**config.mk**
```make
export PLATFORM = sky130hd
export DESIGN_NAME = lsu_mem_ctrl
export DESIGN_NICKNAME = d
export VERILOG_FILES = /design/src/rtl/lsu_pkg.sv /design/src/rtl/lsu_align.sv /design/src/rtl/lsu_mem_ctrl.sv
export SDC_FILE = /design/constraint.sdc
export NUM_CORES = 1
export LEC_CHECK = 0
export BUFFER_PORTS_ARGS = -buffer_cell sky130_fd_sc_hd__buf_4
export CORE_UTILIZATION = 50
export DETAILED_ROUTE_END_ITERATION = 10
export GPL_TIMING_DRIVEN = 0
export PLACE_DENSITY = 0.9
export SETUP_SLACK_MARGIN = 0.15
export SYNTH_ARGS = -nofsm -noshare
export SYNTH_HDL_FRONTEND = slang
export SYNTH_SLANG_ARGS = --single-unit
```
**constraint.sdc**
```tcl
create_clock -name clock_in -period 6.45 [get_ports clock_in]
set_input_delay 0.645 -clock clock_in [delete_from_list [all_inputs] [get_ports clock_in]]
set_output_delay 0.645 -clock clock_in [all_outputs]
set_load 0.03 [all_outputs]
```
**src/rtl/lsu_pkg.sv**
```systemverilog
// Shared LSU types: uop fields, size codes, fault codes, FSM states.
// Imported by lsu_align and lsu_mem_ctrl.
package lsu_pkg;

  localparam int UOP_ST  = 3;
  localparam int UOP_UNS = 2;

  typedef enum logic [1:0] {
    SZ_D = 2'b00,
    SZ_B = 2'b01,
    SZ_H = 2'b10,
    SZ_W = 2'b11
  } size_e;

  localparam logic [1:0] FLT_OK  = 2'b00;
  localparam logic [1:0] FLT_MIS = 2'b01;
  localparam logic [1:0] FLT_TMO = 2'b10;

  typedef enum logic [1:0] {
    S_IDLE = 2'b00,
    S_REQ  = 2'b01,
    S_DONE = 2'b10
  } state_e;

endpackage

```
**src/rtl/lsu_align.sv**
```systemverilog
// Lane steering: byte enables, store replication,
// load extract with sign/zero extension.
module lsu_align
  import lsu_pkg::*;
#(
  parameter  int XLEN = 32,
  localparam int BW   = XLEN / 8,
  localparam int OW   = $clog2(BW)
) (
  input  size_e            size_in,
  input  logic             uns_in,
  input  logic [OW-1:0]    off_in,
  input  logic [XLEN-1:0]  sdata_in,
  input  logic [XLEN-1:0]  rdata_in,
  output logic [BW-1:0]    be_out,
  output logic [XLEN-1:0]  wdata_out,
  output logic [XLEN-1:0]  ldata_out
);

  logic [BW-1:0]   mask;
  logic [XLEN-1:0] sh;
  logic [XLEN-1:0] keep;
  logic            sb;

  always_comb begin
    mask      = '1;
    wdata_out = sdata_in;
    keep      = '1;
    sb        = 1'b0;
    sh        = rdata_in >> {off_in, 3'b000};
    unique case (size_in)
      SZ_B: begin
        mask      = BW'(1);
        wdata_out = {BW{sdata_in[7:0]}};
        keep      = XLEN'(8'hFF);
        sb        = sh[7];
      end
      SZ_H: begin
        mask      = BW'(3);
        wdata_out = {(BW/2){sdata_in[15:0]}};
        keep      = XLEN'(16'hFFFF);
        sb        = sh[15];
      end
      SZ_W: begin
        mask      = BW'(4'hF);
        wdata_out = {(XLEN/32){sdata_in[31:0]}};
        keep      = XLEN'(32'hFFFF_FFFF);
        sb        = sh[31];
      end
      SZ_D: begin
        mask      = '1;
        wdata_out = sdata_in;
        keep      = '1;
        sb        = 1'b0;
      end
      default: ;
    endcase
    be_out    = mask << off_in;
    ldata_out = (sh & keep)
              | ((~uns_in & sb) ? ~keep : '0);
  end

endmodule

```
**src/rtl/lsu_mem_ctrl.sv**
```systemverilog
// LSU memory controller: IDLE/REQ/DONE request FSM.
// Define LSU_TIMEOUT_EN to abort REQ after MAX_WAIT cycles.
module lsu_mem_ctrl
  import lsu_pkg::*;
#(
  parameter int XLEN     = 32,
  parameter int MAX_WAIT = 15
) (
  input  logic              clock_in,
  input  logic              reset_in,
  input  logic              lsu_valid_in,
  output logic              lsu_ready_out,
  input  logic [3:0]        lsu_uop_in,
  input  logic [XLEN-1:0]   lsu_a_data_in,
  input  logic [XLEN-1:0]   lsu_b_data_in,
  input  logic [XLEN-1:0]   lsu_c_data_in,
  output logic              mem_req_out,
  output logic              mem_we_out,
  output logic [XLEN/8-1:0] mem_be_out,
  output logic [XLEN-1:0]   mem_addr_out,
  output logic [XLEN-1:0]   mem_wdata_out,
  input  logic [XLEN-1:0]   mem_rdata_in,
  input  logic              mem_ack_in,
  output logic              lsu_done_out,
  output logic [XLEN-1:0]   lsu_result_out,
  output logic [1:0]        lsu_fault_out
);

  localparam int BW = XLEN / 8;
  localparam int OW = $clog2(BW);

  state_e          state_q, state_d;
  size_e           size_q, size_d, size_in;
  logic [XLEN-1:0] addr_q, addr_d;
  logic [XLEN-1:0] sdata_q, sdata_d;
  logic [XLEN-1:0] result_q, result_d;
  logic [1:0]      fault_q, fault_d;
  logic            we_q, we_d, uns_q, uns_d;
  logic [XLEN-1:0] ea;
  logic            misal, timeout, req;
  logic [BW-1:0]   be;
  logic [XLEN-1:0] wdata, ldata;

  assign ea  = lsu_b_data_in + lsu_c_data_in;
  assign req = (state_q == S_REQ);

  // Doubleword code only exists on 64-bit; 32-bit falls back to word
  always_comb begin
    size_in = size_e'(lsu_uop_in[1:0]);
    if (XLEN == 32 && size_in == SZ_D)
      size_in = SZ_W;
    unique case (size_in)
      SZ_B:    misal = 1'b0;
      SZ_H:    misal = ea[0];
      SZ_W:    misal = |ea[1:0];
      default: misal = |ea[OW-1:0];
    endcase
  end

`ifdef LSU_TIMEOUT_EN
  localparam int CW = $clog2(MAX_WAIT + 1);
  logic [CW-1:0] cnt_q, cnt_d;

  assign cnt_d   = req ? cnt_q + CW'(1) : '0;
  assign timeout = req && (cnt_q == CW'(MAX_WAIT - 1));

  always_ff @(posedge clock_in) begin
    if (reset_in) cnt_q <= '0;
    else          cnt_q <= cnt_d;
  end
`else
  assign timeout = 1'b0;
`endif

  always_comb begin
    state_d  = state_q;
    size_d   = size_q;
    addr_d   = addr_q;
    sdata_d  = sdata_q;
    we_d     = we_q;
    uns_d    = uns_q;
    result_d = result_q;
    fault_d  = fault_q;
    unique case (state_q)
      S_IDLE: begin
        if (lsu_valid_in) begin
          size_d   = size_in;
          addr_d   = ea;
          sdata_d  = lsu_a_data_in;
          we_d     = lsu_uop_in[UOP_ST];
          uns_d    = lsu_uop_in[UOP_UNS];
          result_d = '0;
          fault_d  = misal ? FLT_MIS : FLT_OK;
          state_d  = misal ? S_DONE : S_REQ;
        end
      end
      S_REQ: begin
        if (mem_ack_in) begin
          result_d = we_q ? '0 : ldata;
          fault_d  = FLT_OK;
          state_d  = S_DONE;
        end else if (timeout) begin
          result_d = '0;
          fault_d  = FLT_TMO;
          state_d  = S_DONE;
        end
      end
      S_DONE:  state_d = S_IDLE;
      default: state_d = S_IDLE;
    endcase
  end

  always_ff @(posedge clock_in) begin
    if (reset_in) begin
      state_q  <= S_IDLE;
      size_q   <= SZ_B;
      addr_q   <= '0;
      sdata_q  <= '0;
      we_q     <= 1'b0;
      uns_q    <= 1'b0;
      result_q <= '0;
      fault_q  <= FLT_OK;
    end else begin
      state_q  <= state_d;
      size_q   <= size_d;
      addr_q   <= addr_d;
      sdata_q  <= sdata_d;
      we_q     <= we_d;
      uns_q    <= uns_d;
      result_q <= result_d;
      fault_q  <= fault_d;
    end
  end

  lsu_align #(.XLEN(XLEN)) u_align (
    .size_in   (size_q),
    .uns_in    (uns_q),
    .off_in    (addr_q[OW-1:0]),
    .sdata_in  (sdata_q),
    .rdata_in  (mem_rdata_in),
    .be_out    (be),
    .wdata_out (wdata),
    .ldata_out (ldata)
  );

  assign lsu_ready_out  = (state_q == S_IDLE);
  assign lsu_done_out   = (state_q == S_DONE);
  assign lsu_result_out = result_q;
  assign lsu_fault_out  = fault_q;
  assign mem_req_out    = req;
  assign mem_we_out     = req & we_q;
  assign mem_be_out     = req ? be : '0;
  assign mem_wdata_out  = req ? wdata : '0;
  assign mem_addr_out   = req ? {addr_q[XLEN-1:OW], {OW{1'b0}}} : '0;

endmodule

```
==> results.ini, run 1 <==
[sta]
setup_viol=0
max_freq_mhz=298.9
slew_headroom_pct=54.57
setup_tns_ps=0
hold_viol_final=0
worstMarginPinSlew_ps=681.5
rsz0062_at_grt=no
min_period_ps=3346
drv_slew=0
fin_crit_sh_pct=51.87
clock_skew_ps=7.630

[power_and_ir_drop]
ir_drop_v=0.0001565
p_total_uw=1923
leakage_uw=0.003944
p_per_area_nw_per_um2=213.8

[placement]
io_buffers=237
globalplace.congestion=0.9193
placed_cells_incl_taps=1292
hpwl_um=17020

[routing]
route.detailed.drc=0
drt-pass1-iter-count=5
viasPerCell=5.689
wire_per_inst_um=16.65
num_vias=7435
detail-route-antenna-nets=0
wirelength_um=21760
drt_iter0_drc=528

[clock_network]
postCtsSetupBuffers=0
clk_pin_slew_ps=70
cts-buffers-inserted=9
clockBufferDepth=2
hold_buffers=0
tritoncts=yes
cts-root-buf=clkbuf_16
cts_sinks=103
clk-insertion-delay-late_ps=340
post_cts_resized=0
htreeDepth=3

[finish]
multi_input_area_um2=4278
insertedDiodeCount=0
drive_above_1_share_pct=25.11
num-fill-cells=1107
area_delta_synth_final_pct=34.36
ff_latch_area_um2=2062
finalNonFillerCells=1307
nNetsFinal=1304

[floorplanning]
die-area_um2=13850
initial_core_util_pct=52.20
io_pins=242
die_y_um=117.7
rows=41
core_area_um2=12820
die_w_um=117.7

[worst_hold_path]
hold_path_depth=2
hold_path_class=flop to flop
min-delay-start=addr_q[31]

[critical_path]
critPathArrivalTime_ps=2700
worstSetupEndpointType=output pin
worstSetupStartpointType=flop
reg2reg_from=state_q[0]
required_ps=5800
critPathMostFrequentCell=clkbuf_1
worstSetupStartpoint=size_q[0]
path_class=flop to output pin
critPathSlowestCell=dfxtp_1
cp_max_fo=10
crit_chain=inv_1 > ha_1 > clkbuf_1 > clkbuf_1 > clkbuf_1 > nand2_1 > a21oi_1 > buf_4
crit_family=buffers and inverters
crit_buf_inv=5
crit_cells=8
r2r_cells=6
max_stage_delay_ps=400

[yosys]
synth_compound_area_share_pct=27.05
synth_xor_area_share_pct=2.748
netlist.area_leader.share_pct=30.80
ys_warn_count=0
ys_seq_elements=103
synthTopCellsByArea=dfxtp_1 (31%), nand2_1 (8.8%), a21oi_1 (7.6%)
synth_top_family_by_area=compound AO/OA/AOI/OAI gates
synth-simple-area-share_pct=23.89
syn_inst=881
ys_seq_area_share_pct=30.80
synth_common_cells=nand2_1 (157), dfxtp_1 (103), a21oi_1 (102), nor2_1 (75), o21ai_0 (50)
synth-async-reset-ratio_pct=0
syn-cell-area_um2=6694
synth_ff_type=dfxtp_1
synth_edf_count=0
synth.most_common_cell=nand2_1
synth.distinct_cells=69
syn_area_per_cell_um2=7.598
synthMuxAreaShare_pct=3.028
synth_fa_ha_area_share_pct=7.028
synth_area_leader_cell=dfxtp_1

[global_route]
grt_pass1_vias=7118
antenna_found_initial=0
grt_overflow=0
grt.total_usage_pct=30.68
grt_start_max_net_pins=17
grt_pass1_wl_um=34690

[job]
drv_cap=0

[run_status]
status=finished clean

final cells by class:
| type | instances | share of cell area (%) |
|---|---|---|
| Buffer | 66 | 3.478 |
| Clock buffer | 10 | 2.657 |
| Clock inverter | 5 | 0.6539 |
| Inverter | 13 | 0.5426 |
| Multi-Input combinational cell | 701 | 47.57 |
| Sequential cell | 103 | 22.93 |
| Tap cell | 172 | 2.393 |
| Timing Repair Buffer | 237 | 19.78 |
sequential cells by signal, summed over array words and instances, names as in the netlist:
signal,cells
sdata_q,32
uns_q,1
lsu_result_out,32
state_q,2
size_q,2
we_q,1
addr_q,32
lsu_fault_out,1
final timing paths:
kind	to	slack, ps
setup / recovery	mem_wdata_out[31]	3100
hold / removal	addr_q[31]	440
setup reg to reg	lsu_result_out[30]	4010
hold reg to reg	addr_q[31]	440
metrics by stage:
stage                     hold slack (ps)  cell area [µm²]  worst slack (ps)  utilization [%]
after global routing                469.3             8994              2876            70.13
after detailed placement            436.4             8696              3458            67.80
after floorplan                     416.7             6701              3739                -
final                               443.6             8994              3104            70.13
after CTS                           445.9             8994              3122            70.13
after global placement              425.9             8696              3507            67.80
cells by family (layout without fill, tap and decap cells):
family | count (synthesis) | in the layout
AOI/OAI and AO/OA | 274 | 274
xor gates and xnor gates | 21 | 21
adders and majority gates | 37 | 37
buffers and inverters | 79 | 331
DFF | 103 | 103
muxes | 20 | 20
other | 1 | 3
and+or+nand+nor | 346 | 346
cells in the final DEF, fill, tap and decap left out, drive strengths merged, types with 8 or more instances in the layout:
| cell | n |
|---|---|
| clkbuf | 58 |
| ha | 36 |
| dfxtp | 103 |
| o21ai | 56 |
| buf | 255 |
| a32oi | 8 |
| xnor2 | 9 |
| nand2 | 158 |
| a21oi | 103 |
| mux2i | 18 |
| inv | 13 |
| a22oi | 26 |
| and2 | 43 |
| a211o | 11 |
| nor2 | 76 |
| nor2b | 13 |
| nand3 | 14 |
| xor2 | 12 |
| a22o | 16 |
| nor3 | 14 |
where the power goes:
part	switching, µW	internal [µW]	total (µW)
sequential	33.5	687	721
clock	247	310	556
combinational	392	254	646
worst reg2reg max path, delay by kind of cell, from the launching register on:
| kind | cells | cell delay, ps |
|---|---|---|
| flops | 1 | 430 |
| simple gates | 3 | 1270 |
| compound gates | 1 | 140 |
| buf+inv | 2 | 550 |
layer usage:
metal  GRT usage, %  vias to the layer above  wire, µm
met3          4.409                       45      1677
met1          37.07                     3436      8705
li1               -                     3606         -
met5              0                        -         0
met4          11.70                        0       551
met2          54.60                      348     10830
(Power assumes the default switching activity.)
==> inputs of run 2 (changes only) <==
--- a/config.mk
+++ b/config.mk
@@ -5,11 +5,12 @@
 export SDC_FILE = /design/constraint.sdc
 export NUM_CORES = 1
 export LEC_CHECK = 0
+export ABC_AREA = 1
 export BUFFER_PORTS_ARGS = -buffer_cell sky130_fd_sc_hd__buf_4
 export CORE_UTILIZATION = 50
 export DETAILED_ROUTE_END_ITERATION = 10
 export GPL_TIMING_DRIVEN = 0
-export PLACE_DENSITY = 0.9
+export PLACE_DENSITY = 0.89
 export SETUP_SLACK_MARGIN = 0.15
 export SYNTH_ARGS = -nofsm -noshare
 export SYNTH_HDL_FRONTEND = slang
==> constraint.sdc (replaced) <==
create_clock -name clock_in -period 3.4 [get_ports clock_in]
set_input_delay 0.34 -clock clock_in [delete_from_list [all_inputs] [get_ports clock_in]]
set_output_delay 0.34 -clock clock_in [all_outputs]
set_load 0.03 [all_outputs]
==> results.ini, run 2 <==
[run_status]
status=finished clean

[sta]
hold_viol_final=0  ; unchanged
fin_crit_sh_pct=78.30
rsz0062_at_grt=no
slew_headroom_pct=52.13  ; -2.4 points
worstMarginPinSlew_ps=718.1  ; +36.62 ps
clock_skew_ps=7.674  ; +0.04360 ps
setup_tns_ps=0  ; unchanged
drv_slew=0  ; unchanged
max_freq_mhz=375.6
min_period_ps=2662
setup_viol=0  ; unchanged
finalWorstSetupSlack_ps=737.9  ; -2366 ps

[critical_path]
crit_family=buffers and inverters
r2r-end=lsu_result_out[30]
worstSetupEndpointType=output pin
worstSetupStartpointType=flop
required_ps=3060  ; -2740 ps
crit_chain=inv_1 > ha_1 > inv_1 > clkbuf_1 > o21ai_0 > nor2_1 > buf_4
reg2reg_slack_ps=1610  ; -2400 ps
r2r_cells=10  ; +4
critPathArrivalTime_ps=2320  ; -380 ps
crit_buf_inv=4  ; -1
max_stage_delay_ps=410  ; about the same
critPathSlowestCell=clkbuf_1
reg2reg_from=size_q[0]
path_class=flop to output pin
cp_max_fo=10  ; unchanged
critPathMostFrequentCell=inv_1

[worst_hold_path]
hold_path_class=primary input to flop
min-delay-start=lsu_a_data_in[8]
hold_end=sdata_q[8]
hold_path_depth=3  ; +1

[finish]
layout_commonest_cell=nand2_1
nNetsFinal=1688  ; +29%
insertedDiodeCount=0  ; unchanged
finalCoreUtilization_pct=67.68  ; -2.4 points
final_area_um2=9874  ; +9.8%
drive_above_1_share_pct=19.80  ; -5.3 points
area_delta_synth_final_pct=31.18
mostFrequentLayoutCells=nand2_1 (346), buf_4 (241), inv_1 (210), nor2_1 (156)

[floorplanning]
die-area_um2=15550  ; +12%
io_pins=242  ; unchanged
die_y_um=124.7  ; +5.9%
initial_core_util_pct=51.60  ; -0.60 points
core_area_um2=14590  ; +14%
die_w_um=124.7  ; +5.9%
rows=44  ; +7.3%

[global_route]
grt.total_usage_pct=31.29  ; +0.60 points
grt_pass1_wl_um=39430  ; +14%
grt_overflow=0  ; unchanged
antenna_found_initial=0  ; unchanged
grt_start_max_net_pins=17  ; unchanged
grt_pass1_vias=8271  ; +16%

[routing]
wire_per_inst_um=14.41  ; -13%
route.detailed.drc=0  ; unchanged
detail-route-antenna-nets=0  ; unchanged
top_layer=met4
wl_met2_um=11850  ; +9.4%
met1_length_um=9911  ; +14%
drt_iter0_drc=802  ; +52%
wl_met3_um=1874  ; +12%
drt-pass1-iter-count=5  ; unchanged
viasPerCell=5.190  ; -8.8%
wirelength_um=24550  ; +13%
num_vias=8844  ; +19%

[yosys]
synth.most_common_cell=nand2_1
synth_ff_type=dfxtp_1
synthTopCellsByArea=dfxtp_1 (27%), nand2_1 (17%), inv_1 (10%)
netlist.area_leader.share_pct=27.39  ; -3.4 points
ys_seq_area_share_pct=27.39  ; -3.4 points
syn_inst=1264  ; +43%
syn-cell-area_um2=7527  ; +12%
synth_edf_count=0  ; unchanged
ys_seq_elements=103  ; unchanged
synth.distinct_cells=42  ; -39%
syn_area_per_cell_um2=5.955  ; -22%
synth-async-reset-ratio_pct=0  ; unchanged
synth_area_leader_cell=dfxtp_1
synth_common_cells=nand2_1 (346), inv_1 (210), nor2_1 (156), a21oi_1 (103), dfxtp_1 (103)
ys_warn_count=0  ; unchanged

[job]
drv_cap=0  ; unchanged

[power_and_ir_drop]
ir_drop_v=0.0002608  ; +67%
p_per_area_nw_per_um2=432.8  ; +100%
leakage_uw=0.005258  ; +33%

[placement]
io_buffers=238  ; +0.42%
dpl_cell_area_um2=9552  ; +9.8%
place_ws_ps=1050  ; -2409 ps
globalplace.congestion=0.9365  ; +1.9%
hpwl_um=19810  ; +16%

[clock_network]
post_cts_resized=0  ; unchanged
hold_buffers=0  ; unchanged
htreeDepth=3  ; unchanged
cts_sinks=103  ; unchanged
clk-insertion-delay-late_ps=350  ; about the same
clk_pin_slew_ps=70  ; about the same
cts-buffers-inserted=9  ; unchanged
postCtsSetupBuffers=0  ; unchanged
clockBufferDepth=2  ; unchanged
tritoncts=yes
cts-root-buf=clkbuf_16

run 2: cell types whose count changed in the layout (fill, tap and decap cells not counted), moves of 16 or more:
cell / previous run / this run
inv_1: 13 / 210
nand2_1: 157 / 346
nor2_1: 75 / 156
nand3_1: 14 / 69
and2_1: 43 / 4
o21ai_0: 50 / 79
a22oi_1: 26 / 7
mux2i_1: 18 / 1
a22o_1: 16 / 0
run 2: tightest hold or removal path: cells and delay by family:
family / cells / cell delay, ps
buffers and inverters: 1 / 70
AO/OA/AOI/OAI: 1 / 70
AND/OR/NAND/NOR: 1 / 70
run 2: power breakdown:
part | total, µW | internal, µW | leakage (µW) | switching, µW
Clock | 1120 | 663 | 0.000162 | 455
Sequential | 1410 | 1340 | 0.000847 | 69.9
Combinational | 1740 | 606 | 0.00425 | 1140
run 2: worst max path at each step:
stage,start,endpoint,slack [ps],cells past startpoint
after detailed placement,lsu_b_data_in[0],addr_q[28],1050,13
after global placement,lsu_b_data_in[0],addr_q[28],1070,13
final,size_q[1],mem_wdata_out[9],740,7
after CTS,size_q[1],mem_wdata_out[9],790,7
after floorplan,size_q[1],mem_be_out[2],1210,6
after global routing,size_q[0],mem_wdata_out[23],680,7
run 2: cell type report:
type	instances	area, µm²
clock buffers	10	239.0
repair buffers	238	1787
plain buffers	57	264.0
well taps	184	230.2
flip-flops and latches	103	2062
fillers	1316	4715
inverters	214	803.3
multi-input cells	892	4405
clock inverters	6	83.83
run 2: per-stage QoR:
stage	hold WS, ps	total power (µW)	instances
finish	243.7	4273	1704
CTS	240.1	4257	1704
detailed placement	451.0	3148	1688
global placement	442.9	3120	1688
global route	252.7	4510	1704
floorplan	430.0	2583	1266
run 2: cells by family after synthesis:
kind of cell / count (synthesis) / share of synthesized area (%)
AND/OR/NAND/NOR: 610 / 33.41
buffers and inverters: 271 / 14.18
AO/OA/AOI/OAI: 228 / 17.07
flip-flops: 103 / 27.39
adder cells (fa/ha/maj): 37 / 6.250
XOR/XNOR: 13 / 1.513
other: 1 / 0.04982
multiplexers: 1 / 0.1330
run 2: metal layers:
layer	track usage (%)	vias up
met4	14.60	0
met1	38.12	3903
li1	-	4483
met2	54.76	392
met5	0	-
met3	3.479	66
